==> config.mk <==
export PLATFORM = sky130hd
export DESIGN_NAME = regbank_sequencer
export DESIGN_NICKNAME = d
export VERILOG_FILES = /design/src/rtl/regbank_sequencer.sv
export SDC_FILE = /design/constraint.sdc
export NUM_CORES = 1
export LEC_CHECK = 0
export CAP_MARGIN = 20
export CORE_MARGIN = 2
export CORE_UTILIZATION = 50
export DETAILED_ROUTE_END_ITERATION = 12
export PLACE_DENSITY_LB_ADDON = 0.12
export SLEW_MARGIN = 20
export SYNTH_ARGS = -nofsm -noshare
export SYNTH_HDL_FRONTEND = slang
export SYNTH_SLANG_ARGS = --single-unit
==> constraint.sdc <==
create_clock -name clk -period 8.9 [get_ports clk]
set_input_delay 2.67 -clock clk [delete_from_list [all_inputs] [get_ports clk]]
set_output_delay 2.67 -clock clk [all_outputs]
set_load 0.02 [all_outputs]
==> src/rtl/regbank_sequencer.sv <==
// rtl/regbank_sequencer.sv - single-issue ALU sequencer driving a 32x32 register bank
//
// Purpose:
//   Accepts one 32-bit instruction per handshake, reads both source operands
//   from the register bank, computes an ALU result and issues one write back.
//   Each instruction walks IDLE -> READ -> EXEC -> WB -> IDLE, so the block
//   retires at most one instruction every 4 cycles.
//
// Instruction word:
//   [31:28] op, [27:23] dr, [22:18] sr1, [17:13] sr2, [12:0] imm13 (signed)
//   op 0 ADD, 1 SUB, 2 AND, 3 OR, 4 XOR, 5 SLL, 6 SRL, 7 ADDI, 8 SLT,
//   9..15 illegal (result 0, no write).
//
// Ports:
//   clk            in   clock, rising edge
//   reset          in   asynchronous, active-high
//   instr_valid_i  in   instruction offered
//   instr_i        in   instruction word, held by the source until accepted
//   instr_ready_o  out  high only in IDLE
//   sr1_o, sr2_o   out  bank read addresses
//   regd1_i,
//   regd2_i        in   bank read data (combinational from sr1_o/sr2_o)
//   dr_o           out  bank write address
//   wdata_o        out  bank write data
//   write_o        out  bank write enable, asserted only in WB
//   done_o         out  one-cycle retire pulse (WB)
//   illegal_o      out  qualifies done_o: op was undefined
//   result_o       out  ALU result, held until the next retire
//
// Configuration:
//   ZERO_REG_EN    when defined, writes to r0 are suppressed so r0 stays 0;
//                  done_o still pulses and result_o still updates.
//
// Every output is a flop; nothing passes combinationally from inputs to outputs.

module regbank_sequencer (
  input  logic        clk,
  input  logic        reset,
  input  logic        instr_valid_i,
  input  logic [31:0] instr_i,
  output logic        instr_ready_o,
  output logic [4:0]  sr1_o,
  output logic [4:0]  sr2_o,
  input  logic [31:0] regd1_i,
  input  logic [31:0] regd2_i,
  output logic [4:0]  dr_o,
  output logic [31:0] wdata_o,
  output logic        write_o,
  output logic        done_o,
  output logic        illegal_o,
  output logic [31:0] result_o
);

  typedef enum logic [1:0] {
    S_IDLE = 2'd0,
    S_READ = 2'd1,
    S_EXEC = 2'd2,
    S_WB   = 2'd3
  } state_e;

  localparam logic [3:0] OP_ADD  = 4'd0;
  localparam logic [3:0] OP_SUB  = 4'd1;
  localparam logic [3:0] OP_AND  = 4'd2;
  localparam logic [3:0] OP_OR   = 4'd3;
  localparam logic [3:0] OP_XOR  = 4'd4;
  localparam logic [3:0] OP_SLL  = 4'd5;
  localparam logic [3:0] OP_SRL  = 4'd6;
  localparam logic [3:0] OP_ADDI = 4'd7;
  localparam logic [3:0] OP_SLT  = 4'd8;

  state_e      state_q;
  logic [3:0]  op_q;
  logic [12:0] imm_q;
  logic [31:0] opa_q;
  logic [31:0] opb_q;
  logic [4:0]  sr1_q;
  logic [4:0]  sr2_q;
  logic [4:0]  dr_q;
  logic [31:0] wdata_q;
  logic        write_q;
  logic        done_q;
  logic        illegal_q;
  logic [31:0] result_q;
  logic        ready_q;

  logic [31:0] imm_sext;
  logic [31:0] alu_d;
  logic        illegal_d;
  logic        write_d;

  // ALU operates on the operand registers captured in READ.
  always_comb begin
    imm_sext  = {{19{imm_q[12]}}, imm_q};
    alu_d     = 32'd0;
    illegal_d = 1'b0;
    case (op_q)
      OP_ADD:  alu_d = opa_q + opb_q;
      OP_SUB:  alu_d = opa_q - opb_q;
      OP_AND:  alu_d = opa_q & opb_q;
      OP_OR:   alu_d = opa_q | opb_q;
      OP_XOR:  alu_d = opa_q ^ opb_q;
      OP_SLL:  alu_d = opa_q << opb_q[4:0];
      OP_SRL:  alu_d = opa_q >> opb_q[4:0];
      OP_ADDI: alu_d = opa_q + imm_sext;
      OP_SLT:  alu_d = {31'd0, ($signed(opa_q) < $signed(opb_q))};
      default: begin
        alu_d     = 32'd0;
        illegal_d = 1'b1;
      end
    endcase
  end

  // Write-enable decision for the coming WB cycle.
  always_comb begin
`ifdef ZERO_REG_EN
    write_d = !illegal_d && (dr_q != 5'd0);
`else
    write_d = !illegal_d;
`endif
  end

  // Single FSM block; every output is registered here.
  always_ff @(posedge clk or posedge reset) begin
    if (reset) begin
      state_q   <= S_IDLE;
      op_q      <= 4'd0;
      imm_q     <= 13'd0;
      opa_q     <= 32'd0;
      opb_q     <= 32'd0;
      sr1_q     <= 5'd0;
      sr2_q     <= 5'd0;
      dr_q      <= 5'd0;
      wdata_q   <= 32'd0;
      write_q   <= 1'b0;
      done_q    <= 1'b0;
      illegal_q <= 1'b0;
      result_q  <= 32'd0;
      ready_q   <= 1'b1;
    end else begin
      case (state_q)
        S_IDLE: begin
          if (instr_valid_i && ready_q) begin
            // Addresses are taken straight from the offered word so the
            // bank read data is already valid throughout READ.
            op_q    <= instr_i[31:28];
            dr_q    <= instr_i[27:23];
            sr1_q   <= instr_i[22:18];
            sr2_q   <= instr_i[17:13];
            imm_q   <= instr_i[12:0];
            ready_q <= 1'b0;
            state_q <= S_READ;
          end
        end
        S_READ: begin
          opa_q   <= regd1_i;
          opb_q   <= regd2_i;
          state_q <= S_EXEC;
        end
        S_EXEC: begin
          result_q  <= alu_d;
          wdata_q   <= alu_d;
          illegal_q <= illegal_d;
          write_q   <= write_d;
          done_q    <= 1'b1;
          state_q   <= S_WB;
        end
        S_WB: begin
          // The bank takes the write at this edge; the block is free again.
          write_q   <= 1'b0;
          done_q    <= 1'b0;
          illegal_q <= 1'b0;
          ready_q   <= 1'b1;
          state_q   <= S_IDLE;
        end
        default: state_q <= S_IDLE;
      endcase
    end
  end

  assign instr_ready_o = ready_q;
  assign sr1_o         = sr1_q;
  assign sr2_o         = sr2_q;
  assign dr_o          = dr_q;
  assign wdata_o       = wdata_q;
  assign write_o       = write_q;
  assign done_o        = done_q;
  assign illegal_o     = illegal_q;
  assign result_o      = result_q;

endmodule
# Word level (Yosys, flattened, before mapping)
# Cells that the tools add are included.
dict set report op_classes {
  multipliers 0
  div 0
  eq_ne 12
  add_sub_neg 3
  n_reduce_logical 8
  bitwise_logic 3
  magnitude_cmp 1
  n_mux 9
  shifts 2
}
# op count
set ops {}
lappend ops {{$pmux 32 s9} 1}
lappend ops {{$add 32x32->32} 2}
lappend ops {{$and 32x32->32} 1}
lappend ops {{$lt 32x32->1} 1}
lappend ops {{$or 32x32->32} 1}
lappend ops {{$shl 32x5->32} 1}
lappend ops {{$shr 32x5->32} 1}
lappend ops {{$sub 32x32->32} 1}
lappend ops {{$xor 32x32->32} 1}
lappend ops {{$eq 4x3->1 const B} 4}
lappend ops {{$reduce_or 9->1} 1}
lappend ops {{$eq 4x2->1 const B} 2}
lappend ops {{$pmux 1 s2} 4}
lappend ops {{$pmux 2 s4} 1}
lappend ops {{$eq 2x2->1 const B} 2}
lappend ops {{$eq 4x1->1 const B} 1}
lappend ops {{$eq 4x4->1 const B} 1}
lappend ops {{$logic_not 4->1} 1}
lappend ops {{$reduce_and 2->1} 2}
lappend ops {{$reduce_bool 2->1} 2}
lappend ops {{$eq 2x1->1 const B} 1}
lappend ops {{$logic_not 2->1} 1}
lappend ops {{$mux 1} 2}
lappend ops {{$mux 2} 1}
lappend ops {{2 further kinds} 2}
dict set report word_totals {
  mem_count 0
  romBits 0
  ram_bits 0
  latchBits 0
  reg_bits 134
}

# Depth between registers and ports, before layout
# Gate-level depths: netlist of the first run.
dict set report logic_depth {
  ltp_word 4
  mapped_depth 18
}

# Worst setup path after synthesis of the first run
# OpenSTA, ideal clock, no wires.
dict set report synth_timing {
  path_kind {register to register}
  start {register op_q[2]}
  end {register result_q[31], in the netlist result_o[31]}
  arrival_ps 3992
  t_required_ps 8774
  path_slack_ps 4782
  period_less_slack_ps 4118
  stages_incl_launch_ff 16
  n_path_buf 2
  path_cell_list {dfrtp_1 -> clkbuf_1 -> nor2b_1 -> nand3_1 -> buf_1 -> mux2_2 -> ha_1 -> a21oi_2 -> nand2_2 -> o41a_1 -> a221o_1 -> a311oi_4 -> o21ba_2 -> o211a_1 -> o21ai_1 -> a311o_1}
}
dict set report synth_between {
  elab_chain_cells 2
  elab_cells_between_ends 10
  classes_between {eq/ne: 8; mux: 1; reduce/logical: 1}
}
# element line_no
set synth_lines {}
lappend synth_lines {{from (decl)} 72} ;# logic [3:0] op_q;
lappend synth_lines {{from (signal assigned)} 145} ;# op_q <= instr_i[31:28];
lappend synth_lines {{$eq 4x4->1, or another cell as far along} 96} ;# case (op_q)
lappend synth_lines {{$pmux 32 s9 *} 96}
lappend synth_lines {{to (signal assigned)} 160} ;# result_q <= alu_d;
lappend synth_lines {{to (decl)} 83} ;# logic [31:0] result_q;
# Mark *: on every way between the ends. The rest lies on a longest branch, timed or not.
# A chain may end at the register's enable or synchronous reset.

# Worst setup path after layout of the first run
dict set report layout_timing {
  start {register op_q[3]}
  end {register result_q[23], in the netlist result_o[23]}
}
# Same word-level chain as after synthesis.

==> results.txt, run 1 <==
status - finished, final reports clean
max_cap viols - 0
Port Buffers - 181
CP bufs+invs - 0
core area - 0.02763 sq mm
layout cells sized above 1 - 0.1049
first-pass GRT wire length - 81410 um
DRC - 0
final net count - 1981
Post-DRT Antenna Nets - 0
Hold Path Class - reg -> reg
Final min period - 5.212 ns
row count - 61
skew final - 0.008494 ns
Vias - 13740
worst slew pin tran - 1.198 ns
DR pass1 iterations - 6
nature of the critical path startpoint - flop
GR Util met2 - 0.5960
Die Span Y - 170.9 um
Mapped Area - 0.01392 sq mm
met3 GRT Util - 0.08443
DIE WIDTH - 170.9 um
slew margin rel. - 0.1987
fmax - 191.9 MHz
post-cts sizing count - 0
cell mode on critical path - a221o_1
Crit path max-delay family - compound AO/OA/AOI/OAI gates
Avg Inst Size Synth - 8.477 sq um
Layout Area Growth over Synthesis - 18.27%
Clk Latency, worst-skew pair - 0.46 ns
Syn Inst Count - 1642
Worst path depth - 13
Slew Viols, Final - 0
most common cell after layout, fill and taps aside - nand2_1
multi-input logic area - 0.009613 sq mm
GR Util met1 - 0.4844
fraction of registers with async set/reset - 1.000
Warnings, synthesis - 0
Post-synth EDFFs - 0
busiest layer in global routing - met2
Num Clock Sinks - 134
initial antenna violation count - 1
WS Path Type - reg -> reg
CTS tree - done
Setup Fix Bufs, Post-CTS - 0
# IOs - 182
Net Count, Synth - 1882
CP max-delay cell - nand3_1
largest net degree at the start of global routing - 129
wire per inst - 25.47 um
Sequential Area - 0.003359 sq mm
period utilisation layout - 0.5856
Netlist cell types - 72
fill count - 2571
drt total wl - 54340 um
worst hold stages - 2
clock buffer depth - 2
RSZ-0062 raised after global routing - false
DR iter-0 viols - 1518
final hold vios - 0
vias in the first global route - 13330
setup tns final - 0 ns
most frequent cells in the layout - nand2_1 (190), clkdlybuf4s50_1 (181), nor2_1 (151)
clock root cell - clkbuf_16
GPL Wtd Cong - 1.009
worst path cell trace - nor2b_1 -> nand3_1 -> mux2_2 -> ha_1 -> a21oi_2 -> nand2_2 -> o41a_1 -> a221o_1 -> a311oi_4 -> o21ba_2 -> xor2_1 -> o22ai_1 -> a221o_1
sequential element share of the synthesized area - 0.2410
Vias/cell - 6.444
htree depth - 4
Post-CTS Hold Fix Bufs - 0
Synth Register Bits - 134
Total GRT Usage - 0.3759
Die Area - 0.02919 sq mm
TritonCTS buffer count - 17
DP HPWL - 40450 um
CP max FO - 17
# setup viols final - 0
crit end category - flop
crit-path max cell delay - 0.78 ns
critical path required time - 9.24 ns
gr ovfl total - 0
starting density of the core - 0.5038
top_reg_cell synth - dfrtp_1
CP arrival - 5.55 ns
clock-pin slew on the worst setup and hold paths - 0.06 ns
R2R cell count - 13
-- worst paths after layout --
path                                           from                        to  slack, ns
worst max-delay path            op_q[3]$_DFFE_PP0P_  result_o[23]$_DFFE_PP0P_       3.69
worst min-delay path             done_o$_DFFE_PP0P_        done_o$_DFFE_PP0P_       0.50
worst max register to register  op_q[3]$_DFFE_PP0P_  result_o[23]$_DFFE_PP0P_       3.69
worst min register to register   done_o$_DFFE_PP0P_        done_o$_DFFE_PP0P_       0.50
max in group asynchronous                     reset     opa_q[20]$_DFFE_PP0N_       4.97
min in group asynchronous                     reset       dr_o[2]$_DFFE_PP0P_       2.74
-- per-layer routing --
metal  share of wire  vias up  wire, um
li1                -     6153         -
met1            0.40     6609     21520
met2            0.46      821     24800
met3           0.098      161      5320
met4           0.050        0      2698
met5               0        -         0
-- sequential cells by signal (all words and copies together) (netlist names) --
name           count
opa_q             32
opb_q             32
result_o          32
imm_q             13
dr_o               5
sr1_o              5
sr2_o              5
op_q               4
state_q            2
done_o             1
illegal_o          1
instr_ready_o      1
write_o            1
-- cell type report --
type | instances | share of cell area
clock buffer | 19 | 0.02690
antenna | 1 | 0.0001520
clock inverter | 13 | 0.01034
timing repair buffer | 207 | 0.1221
sequential | 134 | 0.2041
multi-input combinational | 1278 | 0.5839
tap | 378 | 0.02873
inverter | 103 | 0.02379
-- worst min-delay path, stage by stage (launching register included) --
cell and delay [ns]:
dfrtp_1 0.35, nor2_1 0.04, nor2_1 0.07
-- cell families after synthesis --
logic type	Yosys count	share of synthesized area
AND/OR/NAND/NOR	461	0.1436
multiplexers	145	0.1573
XOR/XNOR	52	0.03272
AO/OA/AOI/OAI	479	0.2250
buffers and inverters	230	0.07263
flip-flops	134	0.2410
adder cells (fa/ha/maj)	141	0.1278
-- cell usage after synthesis, drive strengths merged, types with 4 or more instances --
cell type	n	area, sq um
nand2	191	719.4
a2111oi	5	45.04
clkbuf	69	259.0
inv	102	382.9
a21o	18	135.1
nor2b	14	87.58
a221o	9	90.09
nand4	4	25.02
a31oi	14	87.58
xor2	21	183.9
mux2i	41	410.4
ha	139	1739
or3	12	75.07
nor4	10	68.81
o221ai	11	96.34
a22o	4	35.03
o21bai	13	97.59
a22oi	21	157.7
o22ai	11	68.82
o2111ai	8	70.07
nor3	22	110.1
a211oi	14	110.1
mux2	50	563.0
o2bb2ai	11	96.34
o31ai	5	37.54
dfrtp	133	3328
a221oi	31	271.5
a21oi	101	509.2
buf	58	365.4
nand3	23	115.1
nand2b	13	81.33
mux4	54	1216
and3	7	43.79
o21ai	150	750.7
o21a	4	30.03
o211ai	14	105.1
nor2	151	566.8
a211o	5	43.79
xnor2	31	271.5
o311ai	8	70.07
-- metrics by stage --
stage / instance area [sq um] / hold slack (ns) / cells / util / setup slack (ns)
detailed placement: 15840 / 0.4874 / 2100 / 0.5735 / 3.830
CTS: 16460 / 0.5019 / 2132 / 0.5956 / 3.802
global route: 16460 / 0.5187 / 2132 / 0.5958 / 3.520
finish: 16460 / 0.4996 / 2133 / 0.5959 / 3.688
global placement: 15840 / 0.4793 / 2100 / 0.5735 / 3.882
floorplan: 13920 / 0.4754 / 1642 / - / 2.649
Power of run 1 is left out: the tool's default activity adds up to more than one toggle a clock period on the data nets, which glitch-free logic cannot reach.
==> inputs of run 2 (changes only) <==
- clock period: 8.9 -> 4.5 ns (I/O delays scaled with it)
==> run 2 against run 1 <==
Sequential cell count stayed put. Critical path depth is 1 higher. Fmax is 21% higher. Hold slack better by 0.0014 ns. Die area stayed put. Critical path type unchanged. Clock skew is 0.0052 ns higher.
==> results.txt, run 2 (synthesized netlist as in run 1, its figures left out) <==
status - finished, final reports clean
R2R cell count - 14
final instance area - 0.01680 sq mm
drt total wl - 56180 um
Post-CTS Hold Fix Bufs - 0
fill count - 2460
CP arrival - 4.63 ns
TritonCTS buffer count - 17
DRC - 0
max_cap viols - 0
row count - 61
WS Path Type - reg -> reg
Hold Path Class - reg -> reg
Vias - 14020
first-pass GRT wire length - 84040 um
Die Area - 0.02919 sq mm
vias in the first global route - 13620
crit-path max cell delay - 0.61 ns
skew final - 0.01366 ns
Core Util, Final - 0.6082
# IOs - 182
worst slew pin tran - 1.027 ns
cell mode on critical path - buf_4
DIE WIDTH - 170.9 um
fmax - 232.2 MHz
nature of the critical path startpoint - flop
final net count - 2027
initial antenna violation count - 1
setup tns final - 0 ns
GPL Wtd Cong - 1.024
Crit path max-delay family - compound AO/OA/AOI/OAI gates
core area - 0.02763 sq mm
layout cells sized above 1 - 0.1294
most common cell after layout, fill and taps aside - nand2_1
CP max-delay cell - nand4_1
Vias/cell - 6.432
RSZ-0062 raised after global routing - false
CP max FO - 12
Die Span Y - 170.9 um
DP HPWL - 42720 um
period utilisation layout - 0.9569
Reg2Reg Setup Slack - 0.19 ns
Layout Area Growth over Synthesis - 20.72%
CP bufs+invs - 2
DR iter-0 viols - 1568
crit end category - flop
DR pass1 iterations - 7
Clk Latency, worst-skew pair - 0.45 ns
# setup viols final - 0
slew margin rel. - 0.3134
starting density of the core - 0.5038
worst hold stages - 2
clock buffer depth - 2
Post-DRT Antenna Nets - 0
Total GRT Usage - 0.3890
Port Buffers - 181
Placed Instance Area - 0.01621 sq mm
Slew Viols, Final - 0
most frequent cells in the layout - nand2_1 (190), clkdlybuf4s50_1 (181), nor2_1 (151)
Final min period - 4.306 ns
clock root cell - clkbuf_16
gr ovfl total - 0
CTS tree - done
htree depth - 4
critical path required time - 4.83 ns
wire per inst - 25.78 um
Num Clock Sinks - 134
Worst path depth - 14
clock-pin slew on the worst setup and hold paths - 0.07 ns
worst path cell trace - nor2b_2 -> nand4_1 -> buf_4 -> nand2_1 -> ha_1 -> a211o_1 -> a221oi_1 -> o221a_2 -> o21ai_0 -> buf_4 -> a211oi_1 -> xor2_1 -> nor2_1 -> o32a_1
final hold vios - 0
largest net degree at the start of global routing - 71
run 2: final timing paths:
check                                                  to                 from
max in group asynchronous       instr_ready_o$_DFFE_PP1P_                reset
worst min register to register         done_o$_DFFE_PP0P_   done_o$_DFFE_PP0P_
worst max register to register   result_o[28]$_DFFE_PP0P_  op_q[3]$_DFFE_PP0P_
worst min-delay path                   done_o$_DFFE_PP0P_   done_o$_DFFE_PP0P_
min in group asynchronous             dr_o[3]$_DFFE_PP0P_                reset
worst max-delay path             result_o[28]$_DFFE_PP0P_  op_q[3]$_DFFE_PP0P_
run 2: layer usage:
metal | GRT usage | vias up | wire length [um]
li1 | - | 6241 | -
met2 | 0.6076 | 875 | 24930
met1 | 0.4918 | 6711 | 22330
met3 | 0.09230 | 189 | 5452
met4 | 0.2281 | 0 | 3469
met5 | 0 | - | 0
run 2: through the flow:
stage          instances  hold WS (ns)  setup slack, ns
5_1_grt             2178        0.5274          0.07949
4_1_cts             2178        0.5072          0.07785
3_3_place_gp        2146        0.4778           0.2362
3_5_place_dp        2146        0.4917          0.06807
2_1_floorplan       1642        0.4754           0.3822
6_report            2179        0.5010           0.1941
run 2: area by class of cell:
| cell class | instances | area (sq um) | share of cell area |
|---|---|---|---|
| clock inverter | 15 | 153.9 | 0.009159 |
| sequential | 134 | 3359 | 0.1999 |
| tap | 378 | 473.0 | 0.02815 |
| inverter | 103 | 390.4 | 0.02323 |
| multi-input combinational | 1278 | 9622 | 0.5726 |
| timing repair buffer | 253 | 2377 | 0.1415 |
| antenna | 1 | 2.502 | 0.0001489 |
| clock buffer | 17 | 425.4 | 0.02532 |
run 2: repair_timing:
action / in CTS / in global routing
setup endpoints to repair: 0 / 13
gates resized for setup: 0 / 3
buffers inserted: 0 / 0
run 2: worst min-delay path, stage by stage (launching register included):
cell and delay, ns:
dfrtp_1 0.35, nor2_1 0.04, nor2_1 0.07
Power of run 2 is left out for the same reason.
==> inputs of run 3 (changes only) <==
- CORE_MARGIN: 2 -> 4
==> run 3 against run 2 <==
Register-to-register slack about the same. Final area down 0.19%. Via count about the same. Die area up 4.7%. Largest cell class unchanged. Critical endpoint is now result_o[30]$_DFFE_PP0P_.
==> results.txt, run 3 (synthesized netlist as in run 1, its figures left out) <==
CP arrival - 4.64 ns
DR iter-0 viols - 1705
first-pass GRT wire length - 85120 um
initial antenna violation count - 0
Vias - 14010
Layout Area Growth over Synthesis - 20.49%
period utilisation layout - 0.9573
most frequent cells in the layout - nand2_1 (190), clkdlybuf4s50_1 (181), nor2_1 (151)
max_cap viols - 0
final net count - 2019
DIE WIDTH - 174.9 um
worst flop-to-flop path startpoint - op_q[3]$_DFFE_PP0P_
final hold vios - 0
Hold Path Class - reg -> reg
most common cell after layout, fill and taps aside - nand2_1
core area - 0.02718 sq mm
wire per inst - 26.01 um
clock root cell - clkbuf_16
row count - 60
final cell count without fillers - 2164
status - finished, final reports clean
DRC - 0
hold path start - done_o$_DFFE_PP0P_
layout cells sized above 1 - 0.1250
n_diodes - 0
Die Area - 0.03057 sq mm
fmax - 232.1 MHz
Total GRT Usage - 0.3612
slew margin rel. - 0.2351
Clk Latency, worst-skew pair - 0.46 ns
Placed Instance Area - 0.01614 sq mm
Final WS setup - 0.1920 ns
starting density of the core - 0.5122
CTS tree - done
Die Span Y - 174.9 um
largest net degree at the start of global routing - 135
htree depth - 4
worst slew pin tran - 1.144 ns
clock-pin slew on the worst setup and hold paths - 0.08 ns
Post-CTS Hold Fix Bufs - 0
crit end category - flop
# placed instances - 2132
WS Path Type - reg -> reg
# IOs - 182
post-cts sizing count - 0
vias in the first global route - 13900
hold path endpoint - done_o$_DFFE_PP0P_
DR pass1 iterations - 6
final instance area - 0.01677 sq mm
Port Buffers - 181
CP max FO - 11
drt total wl - 56290 um
TritonCTS buffer count - 17
worst hold stages - 2
Setup Fix Bufs, Post-CTS - 0
skew final - 0.01583 ns
GPL Wtd Cong - 1.037
critical path required time - 4.84 ns
fill count - 2418
gr ovfl total - 0
setup tns final - 0 ns
nature of the critical path startpoint - flop
RSZ-0062 raised after global routing - false
DP HPWL - 42530 um
Slew Viols, Final - 0
R2R cell count - 15
dpl ws - 0.2145 ns
Post-DRT Antenna Nets - 0
Vias/cell - 6.476
worst flop-to-flop path endpoint - result_o[30]$_DFFE_PP0P_
# setup viols final - 0
Final min period - 4.308 ns
Num Clock Sinks - 134
Reg2Reg Setup Slack - 0.19 ns
clock buffer depth - 2
[run 3: routing by layer]
metal / up-vias / GRT usage / wire length, um / part of all wire
met3: 176 / 0.08222 / 5286 / 0.094
met4: 0 / 0.1614 / 2770 / 0.049
met2: 813 / 0.5759 / 25650 / 0.46
met1: 6806 / 0.4714 / 22580 / 0.40
li1: 6219 / - / - / -
met5: - / 0 / 0 / 0
[run 3: worst max path at each step]
stage                             start                  endpoint
finish              op_q[3]$_DFFE_PP0P_  result_o[30]$_DFFE_PP0P_
global route        op_q[3]$_DFFE_PP0P_  result_o[30]$_DFFE_PP0P_
CTS                 op_q[3]$_DFFE_PP0P_  result_o[28]$_DFFE_PP0P_
detailed placement  op_q[3]$_DFFE_PP0P_  result_o[28]$_DFFE_PP0P_
global placement    op_q[3]$_DFFE_PP0P_  result_o[31]$_DFFE_PP0P_
floorplan           op_q[2]$_DFFE_PP0P_  result_o[31]$_DFFE_PP0P_
[run 3: through the flow]
step                      hold WS (ns)  utilization
final                           0.5039       0.6171
after global routing            0.5271       0.6171
after CTS                       0.5066       0.6169
after detailed placement        0.4913       0.5939
after global placement          0.4760       0.5939
after floorplan                 0.4754            -
[run 3: cell type report]
class / instances / area [sq um] / area share
inverter: 103 / 390.4 / 0.02328
timing repair buffer: 245 / 2305 / 0.1374
multi-input combinational: 1278 / 9624 / 0.5739
tap: 372 / 465.4 / 0.02775
sequential: 134 / 3359 / 0.2003
clock inverter: 15 / 201.4 / 0.01201
clock buffer: 17 / 425.4 / 0.02537
[run 3: worst max-delay path, cell delays in order (launching register included)]
cell and delay [ns]:
dfrtp_1 0.39, nor2b_1 0.27, nand3_2 0.29, buf_4 0.30, mux2_2 0.29, ha_1 0.33
and2_1 0.20, a221oi_1 0.38, a21oi_1 0.14, buf_4 0.18, nor3_1 0.18, or3_1 0.15
nand2_1 0.13, a311oi_1 0.44, xnor2_1 0.14, a221o_1 0.35
Power of run 3 is left out for the same reason.
